## src/rtl/capi_reset_seq.sv

```systemverilog
// Reset sequencer: drives a fixed-length reset pulse to downstream domains, waits for all
// domains ready, then pulses done. Optional WAIT timeout with sticky error: CAPI_RESET_SEQ_TMO_EN.
module capi_reset_seq #(
   parameter int PULSE_CYC = 15,
   parameter int NUM_DOM   = 4,
   parameter int TMO_W     = 16
) (
   input  logic               clk,
   input  logic               reset_n,
   input  logic               i_req,
   output logic               o_req_ack,
   output logic               o_reset,
   input  logic [NUM_DOM-1:0] i_dom_rdy,
   output logic               o_done,
   output logic               o_busy,
   output logic               o_err,
   input  logic               i_err_clr
);

   // state  | meaning
   // IDLE   | sequence finished, waiting for a request
   // ASSERT | o_reset high, pulse counter running
   // WAIT   | o_reset low, waiting for every domain to report ready
   // DONE   | single-cycle completion, o_done high
   typedef enum logic [1:0] {IDLE, ASSERT, WAIT, DONE} state_t;

   localparam int CNT_W = $clog2(PULSE_CYC + 1);
   localparam logic [CNT_W-1:0] CNT_LAST = CNT_W'(PULSE_CYC - 1);

   state_t           state;
   state_t           state_nxt;
   logic [CNT_W-1:0] cnt;
   logic [CNT_W-1:0] cnt_nxt;
   logic             all_rdy;
   logic             tmo_expired;
   logic             tmo_hit;

   assign all_rdy = &i_dom_rdy;

   always_comb begin
      state_nxt = state;
      cnt_nxt   = cnt;
      tmo_hit   = 1'b0;
      if (i_req) begin
         state_nxt = ASSERT;
         cnt_nxt   = '0;
      end else begin
         case (state)
            IDLE: state_nxt = IDLE;
            ASSERT: begin
               cnt_nxt = cnt + 1'b1;
               if (cnt == CNT_LAST) state_nxt = WAIT;
            end
            WAIT: begin
               if (all_rdy) begin
                  state_nxt = DONE;
               end else if (tmo_expired) begin
                  state_nxt = DONE;
                  tmo_hit   = 1'b1;
               end
            end
            DONE: state_nxt = IDLE;
            default: state_nxt = IDLE;
         endcase
      end
   end

   // Outputs are registered from the next state so they line up with the state they describe.
   always_ff @(posedge clk or negedge reset_n) begin
      if (!reset_n) begin
         state     <= ASSERT;
         cnt       <= '0;
         o_reset   <= 1'b1;
         o_busy    <= 1'b1;
         o_done    <= 1'b0;
         o_req_ack <= 1'b0;
      end else begin
         state     <= state_nxt;
         cnt       <= cnt_nxt;
         o_reset   <= (state_nxt == ASSERT);
         o_busy    <= (state_nxt != IDLE);
         o_done    <= (state_nxt == DONE);
         o_req_ack <= i_req;
      end
   end

`ifdef CAPI_RESET_SEQ_TMO_EN
   logic [TMO_W-1:0] tmo_cnt;

   assign tmo_expired = &tmo_cnt;

   // Held at zero outside WAIT, so it is already clear on WAIT entry.
   always_ff @(posedge clk or negedge reset_n) begin
      if (!reset_n) begin
         tmo_cnt <= '0;
      end else if (state != WAIT) begin
         tmo_cnt <= '0;
      end else if (!all_rdy) begin
         tmo_cnt <= tmo_cnt + 1'b1;
      end
   end

   always_ff @(posedge clk or negedge reset_n) begin
      if (!reset_n) begin
         o_err <= 1'b0;
      end else if (tmo_hit) begin
         o_err <= 1'b1;
      end else if (i_err_clr) begin
         o_err <= 1'b0;
      end
   end
`else
   logic [TMO_W-1:0] unused_tmo;

   assign tmo_expired = 1'b0;
   assign o_err       = 1'b0;
   assign unused_tmo  = {TMO_W{i_err_clr & tmo_hit}};
`endif

endmodule

```

## config.mk

```make
export PLATFORM = sky130hd
export DESIGN_NAME = capi_reset_seq
export DESIGN_NICKNAME = d
export VERILOG_FILES = /design/src/rtl/capi_reset_seq.sv
export SDC_FILE = /design/constraint.sdc
export NUM_CORES = 1
export LEC_CHECK = 0
export ABC_AREA = 1
export CAP_MARGIN = 20
export CORE_MARGIN = 1
export CORE_UTILIZATION = 30
export DETAILED_ROUTE_END_ITERATION = 8
export SLEW_MARGIN = 20
export SYNTH_ARGS = -nofsm -noshare
export SYNTH_HDL_FRONTEND = slang
export SYNTH_SLANG_ARGS = --single-unit
```

## constraint.sdc

```tcl
create_clock -name clk -period 2.8 [get_ports clk]
set_input_delay 0.42 -clock clk [delete_from_list [all_inputs] [get_ports clk]]
set_output_delay 0.42 -clock clk [all_outputs]
set_load 0.05 [all_outputs]
```

==> metrics <==
status=finished clean; first-pass GRT wire length=around 1300 um; TritonRoute pass-1 iters=4; leakage=between 0.2 and 0.3 nW; Yosys Warn Count=0; Row Count=13; Setup TNS Final=0 ns; die boundary width=between 40 and 50 um; Design Area, Final=about 600 um^2; hpwl dp=just under 600 um; top cells by area, synth=dfrtp_1, dfstp_2, nand2_1, nor2_1, ha_1; initial antenna violation count=0; vias in the first global route=307; syn_nets=61; gpl congestion=0.686; DRT iter0 DRCs=3; Vias/cell=around 4.3; instance area at placement=about 570 um^2; Die Footprint=approximately 1700 um^2; Hold/Removal Path Class=input port to asynchronous set/reset pin; ordered list of cells on the worst path=clkdlybuf4s50_1; CTS tree=built; Crit path max-delay family=buffers and inverters; post-route clock period utilization=between 70% and 80%; Slowest-stage cell, CP=clkdlybuf4s50_1; reg2reg setup slack=1.69 ns; CTS Hold Buffers Added=0; final slew viol count=0; syn avg cell area=about 9.0 um^2; routed vias=339; CTS root buf=clkbuf_4; Core Util, Final=about 44%; post-synthesis register bit count=10; RSZ-0062 raised after global routing=no; Tot GR Track Use=around 12%; area share of the largest cell type after synthesis=approximately two fifths; Worst path max stage delay=between 0.7 and 0.8 ns; Post-synth ARST share=100%; worst path required time=roughly 2.4 ns; prevailing post-synth register cell=dfrtp_1; startpoint types=flop; GRT Residual Overflow=0; postcts setup bufs=0; Die H=between 40 and 50 um; crit path capture type=output pin; Distinct cells, synth=17; area leader, netlist=dfrtp_1; Clk Latency, worst-skew pair=about 0.26 ns; Total Power=approximately 0.28 mW; Achievable Freq=between 0.5 and 0.6 GHz; PostCTS Resize Cnt=0; Buf/Inv on CP=1; CTS buffer count=3; Final nets=75; critical path fanouts, max=1; count leader, synth=nand2_1; synth cell count leaders=nand2_1, dfrtp_1, nor2_1; Setup violations, final=0; WL/cell=~9.4 um; Area growth syn-to-layout=29.9%; dpl ws=~1.1 ns; final antenna-violating net count=0; CTS sink cnt=10; level count of the clock H-tree=1; setup ws final=0.823 ns; EDFF count, synth=0; pin count of the biggest net entering global routing=11; I/O pin total=13; core area=between 1000 and 1500 um^2; clk buf depth=2; WS Path Type=flop to output pin; Worst Path Arrival=~1.6 ns; WL final=approximately 740 um; sequential area share after synthesis=between 50% and 60%; # diodes=0; fin crit period=about 2 ns; DR DRC count=0; Mapped Cells=51; VDD IR max=slightly above 0.2 mV; max_cap viols=0; Netlist Area Pre-Place=460 um^2; Fin. Hold Viols=0; Clock Skew=a little over 0.006 ns; initial core utilization=between 30% and 40%; share of cells above drive strength 1=18.8%; CTS clk-pin slew, worst paths=0.06 ns; Pwr Density=476 nW/um^2; I/O Buffers=10
## area by class of cell
cell class,instances,area [um^2]
Clock buffer,4,26.3
Fill cell,137,768
Timing Repair Buffer,10,100
Tap cell,15,18.8
Sequential cell,10,254
Multi-Input combinational cell,33,173
Inverter,7,26.3
## cells in the final DEF (no fill, tap or decap)
cell / n
nor2_1: 7
nor2_2: 1
and2_1: 1
conb_1: 1
clkbuf_4: 3
inv_2: 2
a21oi_1: 2
o31ai_1: 1
nand3_1: 4
nand2_2: 2
inv_1: 5
dfstp_2: 3
ha_1: 2
nand4_1: 1
clkdlybuf4s50_1: 10
nand2_1: 10
dfrtp_1: 7
clkbuf_1: 1
nor2_4: 1
## kinds of logic (layout without fill, tap and decap cells)
logic type	Yosys count	in the layout	share of synthesized area, %
buffers and inverters	8	21	7.34
AO/OA/AOI/OAI	3	3	3.81
flip-flops	10	10	55.2
AND/OR/NAND/NOR	27	27	27.4
adder cells (fa/ha/maj)	2	2	5.43
other	1	1	0.814
## power breakdown
group	total (mW)	switching [mW]	leakage, nW	internal [mW]
registers	0.153	0.00391	0.124	0.149
logic	0.0304	0.0170	0.154	0.0134
clock network	0.101	0.0464	0.0150	0.0549
## metal layers
layer | global-route usage, % | routed length, um | share of wire [%]
met2 | 17.6 | 343 | 46
met5 | 0 | 0 | 0
met3 | 3.26 | 22 | 3.0
met4 | 12.1 | 14 | 1.9
met1 | 14.7 | 362 | 49
## registers in the layout, indices dropped and copies added (netlist names)
register	count
o_reset	1
o_req_ack	1
cnt	4
state	2
o_busy	1
o_done	1
## final timing paths
path | start | endpoint | cells past startpoint
max reg2reg | cnt[0]$_DFFE_PN0P_ | o_busy$_DFF_PN1_ | 7
max | o_busy$_DFF_PN1_ | o_busy | 1
min | reset_n | cnt[3]$_DFFE_PN0P_ | 1
min reg2reg | cnt[3]$_DFFE_PN0P_ | cnt[3]$_DFFE_PN0P_ | 3
max in group asynchronous | reset_n | o_busy$_DFF_PN1_ | 1
min in group clk | cnt[3]$_DFFE_PN0P_ | cnt[3]$_DFFE_PN0P_ | 3
## per-stage QoR
stage	instances	hold slack, ns
2_1_floorplan	51	0.124
3_3_place_gp	75	0.528
3_5_place_dp	75	0.533
4_1_cts	79	0.467
5_1_grt	79	0.478
6_report	79	0.465
(Power assumes the default switching activity.)
